## src/rtl/axil_protocol_monitor.sv

```systemverilog
// Passive AXI4-Lite bus monitor: payload stability, outstanding-count and stall-timeout checks.
// Detected errors appear in sticky err_flags/irq one cycle later. The monitor never drives the bus.
module axil_protocol_monitor #(
  parameter int ADDR_W  = 32,
  parameter int DATA_W  = 32,
  parameter int MAX_OUT = 4,
  parameter int TIMEOUT = 1024
) (
  input  logic                       s_axi_aclk,
  input  logic                       s_axi_aresetn,
  input  logic [ADDR_W-1:0]          s_axi_awaddr,
  input  logic                       s_axi_awvalid,
  input  logic                       s_axi_awready,
  input  logic [DATA_W-1:0]          s_axi_wdata,
  input  logic [DATA_W/8-1:0]        s_axi_wstrb,
  input  logic                       s_axi_wvalid,
  input  logic                       s_axi_wready,
  input  logic [1:0]                 s_axi_bresp,
  input  logic                       s_axi_bvalid,
  input  logic                       s_axi_bready,
  input  logic [ADDR_W-1:0]          s_axi_araddr,
  input  logic                       s_axi_arvalid,
  input  logic                       s_axi_arready,
  input  logic [DATA_W-1:0]          s_axi_rdata,
  input  logic [1:0]                 s_axi_rresp,
  input  logic                       s_axi_rvalid,
  input  logic                       s_axi_rready,
  input  logic                       err_clear,
  output logic [7:0]                 err_flags,
  output logic [2:0]                 err_first,
  output logic                       err_first_vld,
  output logic                       irq,
  output logic [$clog2(MAX_OUT+1)-1:0] wr_out,
  output logic [$clog2(MAX_OUT+1)-1:0] rd_out
);

  localparam int STRB_W = DATA_W / 8;
  localparam int CW     = $clog2(MAX_OUT + 1);
  localparam logic [CW-1:0] MAX_C = CW'(MAX_OUT);
  localparam logic [15:0]   TO_C  = 16'(TIMEOUT);

  // Channel order: 0 AW, 1 W, 2 B, 3 AR, 4 R
  logic [4:0] vld, rdy, stall, hs, changed, stab_err, to_hit;
  logic [4:0] stalled_q;

  logic [ADDR_W-1:0]        aw_q, ar_q;
  logic [DATA_W+STRB_W-1:0] w_q;
  logic [1:0]               b_q;
  logic [DATA_W+1:0]        r_q;
  logic [15:0]              stall_cnt [5];

  assign vld   = {s_axi_rvalid, s_axi_arvalid, s_axi_bvalid, s_axi_wvalid, s_axi_awvalid};
  assign rdy   = {s_axi_rready, s_axi_arready, s_axi_bready, s_axi_wready, s_axi_awready};
  assign stall = vld & ~rdy;
  assign hs    = vld & rdy;

  assign changed[0] = (s_axi_awaddr != aw_q);
  assign changed[1] = ({s_axi_wdata, s_axi_wstrb} != w_q);
  assign changed[2] = (s_axi_bresp != b_q);
  assign changed[3] = (s_axi_araddr != ar_q);
  assign changed[4] = ({s_axi_rdata, s_axi_rresp} != r_q);

  assign stab_err = stalled_q & (~vld | changed);

  // Timeout fires on the edge where a counter reaches TIMEOUT, not while it sits saturated.
  always_comb begin
    to_hit = '0;
    for (int i = 0; i < 5; i++) begin
      to_hit[i] = stall[i] && (stall_cnt[i] == TO_C - 16'd1);
    end
  end

  logic wr_inc, wr_dec, rd_inc, rd_dec, wr_err, rd_err;
  assign wr_inc = hs[0] & ~hs[2];
  assign wr_dec = hs[2] & ~hs[0];
  assign rd_inc = hs[3] & ~hs[4];
  assign rd_dec = hs[4] & ~hs[3];
  assign wr_err = (wr_inc && wr_out == MAX_C) || (wr_dec && wr_out == '0);
  assign rd_err = (rd_inc && rd_out == MAX_C) || (rd_dec && rd_out == '0);

  logic [7:0] err_new, flags_nxt;
  assign err_new   = {|to_hit, rd_err, wr_err, stab_err};
  assign flags_nxt = err_clear ? err_new : (err_flags | err_new);

  function automatic logic [2:0] lowest(input logic [7:0] v);
    lowest = 3'd0;
    for (int i = 7; i >= 0; i--) begin
      if (v[i]) lowest = 3'(i);
    end
  endfunction

  always_ff @(posedge s_axi_aclk or negedge s_axi_aresetn) begin
    if (!s_axi_aresetn) begin
      stalled_q <= '0;
      aw_q      <= '0;
      w_q       <= '0;
      b_q       <= '0;
      ar_q      <= '0;
      r_q       <= '0;
      for (int i = 0; i < 5; i++) stall_cnt[i] <= '0;
    end else begin
      stalled_q <= stall;
      aw_q      <= s_axi_awaddr;
      w_q       <= {s_axi_wdata, s_axi_wstrb};
      b_q       <= s_axi_bresp;
      ar_q      <= s_axi_araddr;
      r_q       <= {s_axi_rdata, s_axi_rresp};
      for (int i = 0; i < 5; i++) begin
        if (!stall[i])                stall_cnt[i] <= '0;
        else if (stall_cnt[i] != TO_C) stall_cnt[i] <= stall_cnt[i] + 16'd1;
      end
    end
  end

  always_ff @(posedge s_axi_aclk or negedge s_axi_aresetn) begin
    if (!s_axi_aresetn) begin
      wr_out <= '0;
      rd_out <= '0;
    end else begin
      if (wr_inc && wr_out != MAX_C)    wr_out <= wr_out + CW'(1);
      else if (wr_dec && wr_out != '0)  wr_out <= wr_out - CW'(1);
      if (rd_inc && rd_out != MAX_C)    rd_out <= rd_out + CW'(1);
      else if (rd_dec && rd_out != '0)  rd_out <= rd_out - CW'(1);
    end
  end

  always_ff @(posedge s_axi_aclk or negedge s_axi_aresetn) begin
    if (!s_axi_aresetn) begin
      err_flags     <= '0;
      err_first     <= '0;
      err_first_vld <= 1'b0;
      irq           <= 1'b0;
    end else begin
      err_flags <= flags_nxt;
      irq       <= |flags_nxt;
      if (err_clear) begin
        err_first     <= (|err_new) ? lowest(err_new) : 3'd0;
        err_first_vld <= |err_new;
      end else if (!err_first_vld && (|err_new)) begin
        err_first     <= lowest(err_new);
        err_first_vld <= 1'b1;
      end
    end
  end

endmodule

```

## config.mk

```make
export PLATFORM = sky130hd
export DESIGN_NAME = axil_protocol_monitor
export DESIGN_NICKNAME = d
export VERILOG_FILES = /design/src/rtl/axil_protocol_monitor.sv
export SDC_FILE = /design/constraint.sdc
export NUM_CORES = 1
export LEC_CHECK = 0
export CAP_MARGIN = 25
export CORE_MARGIN = 3
export CORE_UTILIZATION = 55
export DETAILED_ROUTE_END_ITERATION = 10
export GPL_ROUTABILITY_DRIVEN = 0
export PLACE_DENSITY = 0.83
export SETUP_SLACK_MARGIN = 0.05
export SYNTH_ARGS = -nofsm -noshare
export SYNTH_HDL_FRONTEND = slang
export SYNTH_SLANG_ARGS = --single-unit
```

## constraint.sdc

```tcl
create_clock -name s_axi_aclk -period 4.6 [get_ports s_axi_aclk]
set_input_delay 1.15 -clock s_axi_aclk [delete_from_list [all_inputs] [get_ports s_axi_aclk]]
set_output_delay 1.15 -clock s_axi_aclk [all_outputs]
set_load 0.05 [all_outputs]
```

======== Word-level counts from Yosys, hierarchy flattened ========
Cells that the tools add are included.
storage, ports and cells
  bits in registers ....................... 240
  logic and storage cells ................. 120
operators by class
  add/sub/neg operators ................... 9
  eq/ne operators ......................... 24
  mux-type cells .......................... 28
  bitwise operators ....................... 15
  reduce and logical (&&, ||, !) cells .... 27
operators by type and width
  kind                   count
  $mux 16                10
  $add 16x1->16 const B  5
  $eq 16x10->1 const B   5
  $ne 16x11->1 const B   5
  $ne 32x32->1           2
  $mux 3                 15
  $ne 36x36->1           1
  $ne 34x34->1           1
  $and 5x5->5            3
  $logic_and 1x1->1      14
  $reduce_or 12->1       1
  $ne 2x1->1 const B     5
  $not 5->5              2
  $mux 8                 1
  $or 8x8->8             1
  $reduce_or 8->1        1
  $add 3x1->3 const B    2
  $eq 3x3->1 const B     2
  $logic_not 3->1        2
  $ne 3x3->1 const B     2
  $reduce_bool 2->1      3
  $reduce_bool 3->1      2
  $sub 3x1->3 const B    2
  $or 5x5->5             1
  other kinds (7)        15

======== Longest topological paths before layout ========
  word-level depth ........................ 14
  gate-level depth with buffers ........... 8

======== Worst setup path before layout ========
No wires, ideal clock.
  kind .................................... in2reg
  from .................................... input s_axi_rdata[24]
  to ...................................... register err_first_vld
  setup time .............................. 131 ps
  data arrival time ....................... 2684 ps
  data required time ...................... 4469 ps
  setup slack ............................. 1784 ps
  cell stages on the path ................. 6
  buffers on the path ..................... 0
  path through ............................ xor2_1 > nor4_2 > nand4_1 > o41a_1 > nand4bb_4 > or3_1
between the ends
  cells in the longest elaborated chain, start to end .. 6
  elaborated cells on any way between the ends .. 7
  those cells by class .................... eq/ne: 1; mux: 1; bitwise: 2; reduce/logical: 3
ends and longest elaborated chain
  what                         RTL line  text
  start, declared              24        input logic [DATA_W-1:0] s_axi_rdata,
  $ne 34x34->1 *               61        assign changed[4] = ({s_axi_rdata, s_axi_rresp} != r_q);
  $or 5x5->5 *                 63        assign stab_err = stalled_q & (~vld | changed);
  $and 5x5->5 *                63
  $reduce_or 12->1 *           138, 139
  $logic_and 1x1->1            139       end else if (!err_first_vld && (|err_new)) begin
  $reduce_bool 2->1 (no line)  -
  end signal, assigned         138       err_first_vld <= |err_new;
  end, declared                31        output logic err_first_vld,
Mark *: on every way between the ends. The rest lies on a longest branch, timed or not.
A chain may end at the register's enable or synchronous reset.

======== Final worst setup path ========
  from .................................... input s_axi_awaddr[26]
  to ...................................... register err_first_vld
between the ends
  cells in the longest elaborated chain, start to end .. 6
  elaborated cells on any way between the ends .. 7
  those cells by class .................... eq/ne: 1; mux: 1; bitwise: 2; reduce/logical: 3
ends and longest elaborated chain
  what                         RTL line  text
  start, declared              11        input logic [ADDR_W-1:0] s_axi_awaddr,
  $ne 32x32->1 *               57        assign changed[0] = (s_axi_awaddr != aw_q);
  $or 5x5->5 *                 63
  $and 5x5->5 *                63
  $reduce_or 12->1 *           138, 139
  $logic_and 1x1->1            139
  $reduce_bool 2->1 (no line)  -
Marked as above.

==> impl_metrics.py <==
metrics = {
    "clock_tree": {
        "clockRootBuffer": "clkbuf_16",
        "cts_sinks": 240,
        "cts_buffers": 25,
        "postCtsResizedCells": 0,
        "clk_path_buf_depth": 3,
        "cts_tree": "built",
        "post_cts_buffers": 0,
        "cts.clk_slew.worst_paths_ns": 0.06,
        "htree_levels": 1,
        "ctsHoldBuffers": 0,
        "insertion_delay_ns": 0.51,
    },
    "sta": {
        "clock_skew_ns": 0.0129,
        "final-setup-viol-count": 0,
        "tightest_slew_ns": 0.745,
        "post-route-period-util_pct": 68.1,
        "timing.final.hold_violations": 0,
        "tns_ns": 0,
        "slew_headroom_pct": 50.4,
        "fin_ws_ns": 1.47,
        "fmax_ghz": 0.319,
        "hold_ws_ns": 0.518,
        "period_minus_slack_ns": 3.13,
        "report.final.slew_viol_count": 0,
        "rsz0062_at_grt": "false",
    },
    "setup_path": {
        "critPathLaunch": "s_axi_awaddr[26]",
        "critPathKind": "in2reg",
        "required_ns": 4.98,
        "r2r_setup_slack_ns": 2.17,
        "r2r-end": "err_first_vld",
        "critPathMaxFanout": 5,
        "end_kind": "flip-flop",
        "r2r-start": "aw_q[26]",
        "rr_worst_depth": 6,
        "start_kind": "input pin",
        "worst_ep_arrival_time_ns": 3.51,
    },
    "logic_synthesis": {
        "synth_area_mm2": 0.0101,
        "syn-num-nets": 1038,
        "synth_cell_type_count": 43,
        "synthCells": 877,
        "yosysSeqAreaShare_pct": 59.2,
        "synthTopCellsByArea": "dfrtp_1, xor2_1, nor2_1",
        "synthFlopType": "dfrtp_1",
        "yosys_warnings": 0,
        "ys_ff_latch": 240,
        "synth_most_common_cell": "dfrtp_1",
        "synthArstFlopShare_pct": 100,
        "synthTopCellsByCount": "dfrtp_1, xor2_1, nor2_1, nand3_1, nand2_1",
        "synth_top_cell_area_share_pct": 59.2,
        "synth.largest_area_cell": "dfrtp_1",
        "synth.avg_cell_area_um2": 11.6,
        "synth_edf_count": 0,
    },
    "floorplanning": {
        "start_util_pct": 56.2,
        "rows": 49,
        "fp.dieW_um": 142,
        "dieArea_mm2": 0.0201,
        "ioPinCount": 168,
        "die_h_um": 142,
        "core_area_mm2": 0.0180,
    },
    "outcome": {
        "status": "completed",
    },
    "power": {
        "cellLeakagePower_nw": 5.57,
        "power_mw": 5.07,
        "max-vdd-ir-drop_mv": 0.362,
        "power_density_mw_per_mm2": 391,
    },
    "grt": {
        "grt_overflow": 0,
        "grt_pass1_wl_um": 36600,
        "antenna_found_initial": 0,
        "grtUsageTotal_pct": 22.3,
        "grt_pass1_vias": 7449,
        "grt_max_degree": 100,
    },
    "job": {
        "max-cap-violations": 0,
    },
    "placed_design": {
        "dp_hpwl_um": 15400,
        "port-buffer-count": 167,
        "dpl_cell_area_mm2": 0.0121,
        "pre_cts_ws_ns": 0.962,
        "post-place-cells": 1270,
    },
    "hold_path": {
        "whs_endpoint": "err_first[2]",
        "min_path_cells": 1,
        "hp-start": "err_first[2]",
        "hold_path.class": "reg2reg",
    },
    "final_layout": {
        "areaGrowthSynthToFinish_pct": 27.9,
        "multiInputGateArea_mm2": 0.00398,
        "final_nets": 1229,
        "final_core_utilization_pct": 71.9,
        "final_cells": 1315,
        "regArea_mm2": 0.00601,
        "diodes": 0,
        "drive_above_1_share_pct": 5.52,
        "num-fill-cells": 1257,
        "design_area_mm2": 0.0130,
    },
    "route": {
        "vias": 7012,
        "viasPerCell": 5.33,
        "ant_nets": 0,
        "firstDrtPassIters": 5,
        "drt_wl_total_um": 21700,
        "wl_per_cell_um": 16.5,
        "drc": 0,
        "drt_first_iter_violations": 391,
    },
}
[per-layer routing]
metal	global-route usage, %	vias to the layer above	wire length (µm)
li1	-	3353	-
met1	29.5	3463	9140
met2	38.4	160	10900
met3	3.30	36	1020
met4	6.52	0	569
met5	0	-	0
[cell usage in the layout (no fill, tap or decap), types with 6 or more instances in the layout]
master and n:
a21oi_1 20, and2_1 7, and3_1 16, buf_4 6, clkbuf_16 25, clkdlybuf4s50_1 166
clkinv_2 8, dfrtp_1 240, ha_1 10, inv_1 30, nand2_1 43, nand2b_1 11
nand3_1 45, nand4_1 17, nor2_1 101, nor3_1 13, nor4_1 38, o21ai_0 17
or3_1 7, xnor2_1 34, xor2_1 165
[power by group]
group / total [mW] / internal, mW / switching, mW
combinational: 0.770 / 0.337 / 0.434
sequential: 2.32 / 2.22 / 0.0939
clock: 1.99 / 1.19 / 0.795
total: 5.07 / 3.75 / 1.32
[worst max-delay path by stage]
| stage | endpoint | cells past startpoint |
|---|---|---|
| final | err_first_vld | 7 |
| after global placement | err_first_vld | 7 |
| after floorplan | err_first_vld | 6 |
| after CTS | err_first_vld | 7 |
| after detailed placement | err_first_vld | 7 |
| after global routing | err_first[1] | 8 |
[logic make-up after synthesis]
| kind of cell | after synthesis | share of synthesized area [%] |
|---|---|---|
| AOI/OAI and AO/OA | 61 | 3.80 |
| xor gates and xnor gates | 199 | 17.2 |
| adders and majority gates | 12 | 1.63 |
| buffers and inverters | 41 | 1.52 |
| DFF | 240 | 59.2 |
| muxes | 3 | 0.321 |
| and+or+nand+nor | 321 | 16.3 |
[state kept, by name, indices dropped and copies added (netlist names)]
signal	count
err_flags	8
err_first	3
ar_q	32
wr_out	3
w_q	36
aw_q	32
r_q	34
err_first_vld	1
stalled_q	5
stall_cnt	80
irq	1
rd_out	3
b_q	2
[critical path, cell delays in order]
cell             delay [ns]
clkdlybuf4s50_1        0.43
xor2_1                 0.15
nor4_1                 0.34
nand4_1                0.25
o31ai_1                0.47
nand4_1                0.28
or3_1                  0.44
[cell type report]
type	count	share of cell area, %
flip-flops and latches	240	46.3
multi-input cells	596	30.7
clock inverters	11	0.840
clock buffers	34	5.47
inverters	30	0.869
repair buffers	175	13.6
well taps	229	2.21
(Power assumes the default switching activity.)
==> variant: new RTL, same flow settings <==
Change the parameter `DATA_W` from 32 to 48.
--- a/src/rtl/axil_protocol_monitor.sv
+++ b/src/rtl/axil_protocol_monitor.sv
@@ -2,7 +2,7 @@
 // Detected errors appear in sticky err_flags/irq one cycle later. The monitor never drives the bus.
 module axil_protocol_monitor #(
   parameter int ADDR_W  = 32,
-  parameter int DATA_W  = 32,
+  parameter int DATA_W  = 48,
   parameter int MAX_OUT = 4,
   parameter int TIMEOUT = 1024
 ) (
Interface: changed (resized s_axi_rdata, s_axi_wdata and s_axi_wstrb); port bits go from 168 to 202. The function was not compared with the original's and may differ.
==> variant against the unedited design <==
  * Global-route usage grew 0.20 points
  * Worst setup slack worse by 300 ps
  * Highest routed layer is now met5
  * Sequential cell count rose by 34
  * First-iteration DRC count is 19% lower
  * Via count increased by 13%
  * Cell area grew 14%
  * Core utilization increased by 0.44 points
  * Total power rose by 11%
  * Synthesized area rose by 13%
  * Critical endpoint is now err_first[1]$_DFFE_PN0P_
  * Routed wire length increased by 16%
==> variant: results <==
group,metric,value,unit
grt,use_met1,28.52,%
routing,detail_route.wl_per_cell,16.76,um
routing,wl_met3,1896,um
synth,async_flop_share,100.0,%
setup_path,max_stage_delay,580,ps
setup_path,crit_start,"s_axi_awaddr[4]",
grt,use_met2,38.84,%
routing,vias_per_cell,5.277,
clock_tree,clk_pin_slew,60,ps
grt,grt.met3_usage,5.659,%
routing,met1_length,10320,um
place,hpwl,18180,um
synth,synth_cells,985,
grt,grt_use_total,22.48,%
synth,synth_commonest_cells,"dfrtp_1, xor2_1, xnor2_1",
place,io_buffers,201,
clock_tree,numCtsBuffers,28,
sta,fmax,291.3,MHz
routing,wl,25220,um
synth,synth_area_leaders,"dfrtp_1, xor2_1, xnor2_1",
routing,wl_met2,12410,um
setup_path,r2r_end,"err_first[1]$_DFFE_PN0P_",
synth,syn_nets,1180,
grt,grt_pass1_vias,8226,
setup_path,endpoint,"err_first[1]$_DFFE_PN0P_",
synth,ys_seq_area_share,59.70,%
grt,grt_antenna_before_repair,1,
sta,clock-skew-final,14.11,ps
final_layout,nFillCells,1370,
clock_tree,post-cts-setup-buffer-count,0,
routing,routed.top_layer,"met5",
power,ir_drop,355.2,uV
setup_path,slowest_stage,"o41ai_2",
final_layout,drive_above_1_share,5.101,%
clock_tree,clkLatencyLatePin,540,ps
final_layout,fin_nets,1408,
final_layout,reg_top3,"stall_cnt (80), w_q (54), r_q (50)",
setup_path,critPathArrivalTime,3850,ps
place,dp.cells,1453,
routing,drt_iter0_drc,317,
sta,maxSlewHeadroom,46.27,%
grt,grt_pass1_wl,41070,um
setup_path,rr_worst_depth,8,
power,power_leakage,6.203,nW
status,status,"completed",
place,placed_cell_area,13860,um^2
place,pre_cts_ws,729.6,ps
synth,synth_cell_type_count,51,
setup_path,r2r-start,"aw_q[4]$_DFF_PN0_",
setup_path,r2r_setup_slack,1860,ps
grt,grt_start_max_net_pins,109,
setup_path,path_max_fanout,5,
-- variant: final cells by class --
| class | count | area [um^2] | area share [%] |
|---|---|---|---|
| clock inverter | 12 | 98.84 | 0.6709 |
| clock buffer | 40 | 775.7 | 5.265 |
| tap | 270 | 337.8 | 2.293 |
| sequential | 274 | 6857 | 46.54 |
| timing repair buffer | 208 | 2095 | 14.22 |
| inverter | 47 | 176.4 | 1.197 |
| multi-input combinational | 654 | 4394 | 29.82 |
-- variant: logic make-up (layout without fill, tap and decap cells) --
logic type	count (synthesis)	count (layout)	share of synthesized area (%)
mux	5	5	0.4793
simple gates	347	347	15.56
flops	274	274	59.70
compound gates	88	88	5.382
fa+ha+maj	12	12	1.438
buf+inv	57	307	2.037
xor+xnor	202	202	15.40
-- variant: where the power goes --
group          internal (mW)  leakage, nW  switching [mW]
Clock                   1.23        0.434           0.904
Sequential              2.54         3.39           0.105
Combinational          0.392         2.38           0.463
Total                   4.16         6.20            1.47
-- variant: how the worst min path moves through the flow --
stage                               from                         to  slack (ps)
6_report          err_flags[3]$_DFF_PN0_     err_flags[3]$_DFF_PN0_         530
5_1_grt           err_flags[3]$_DFF_PN0_     err_flags[3]$_DFF_PN0_         550
4_1_cts           err_flags[3]$_DFF_PN0_     err_flags[3]$_DFF_PN0_         530
3_5_place_dp      err_flags[3]$_DFF_PN0_     err_flags[3]$_DFF_PN0_         500
3_3_place_gp      err_flags[3]$_DFF_PN0_     err_flags[3]$_DFF_PN0_         520
2_1_floorplan  stall_cnt[15]$_DFFE_PN0P_  stall_cnt[15]$_DFFE_PN0P_         500
-- variant: critical path: cells and delay by family --
kind	cells	cell delay, ps
simple gates	4	910
compound gates	2	830
buf+inv	1	500
mux	1	310
xor+xnor	1	140
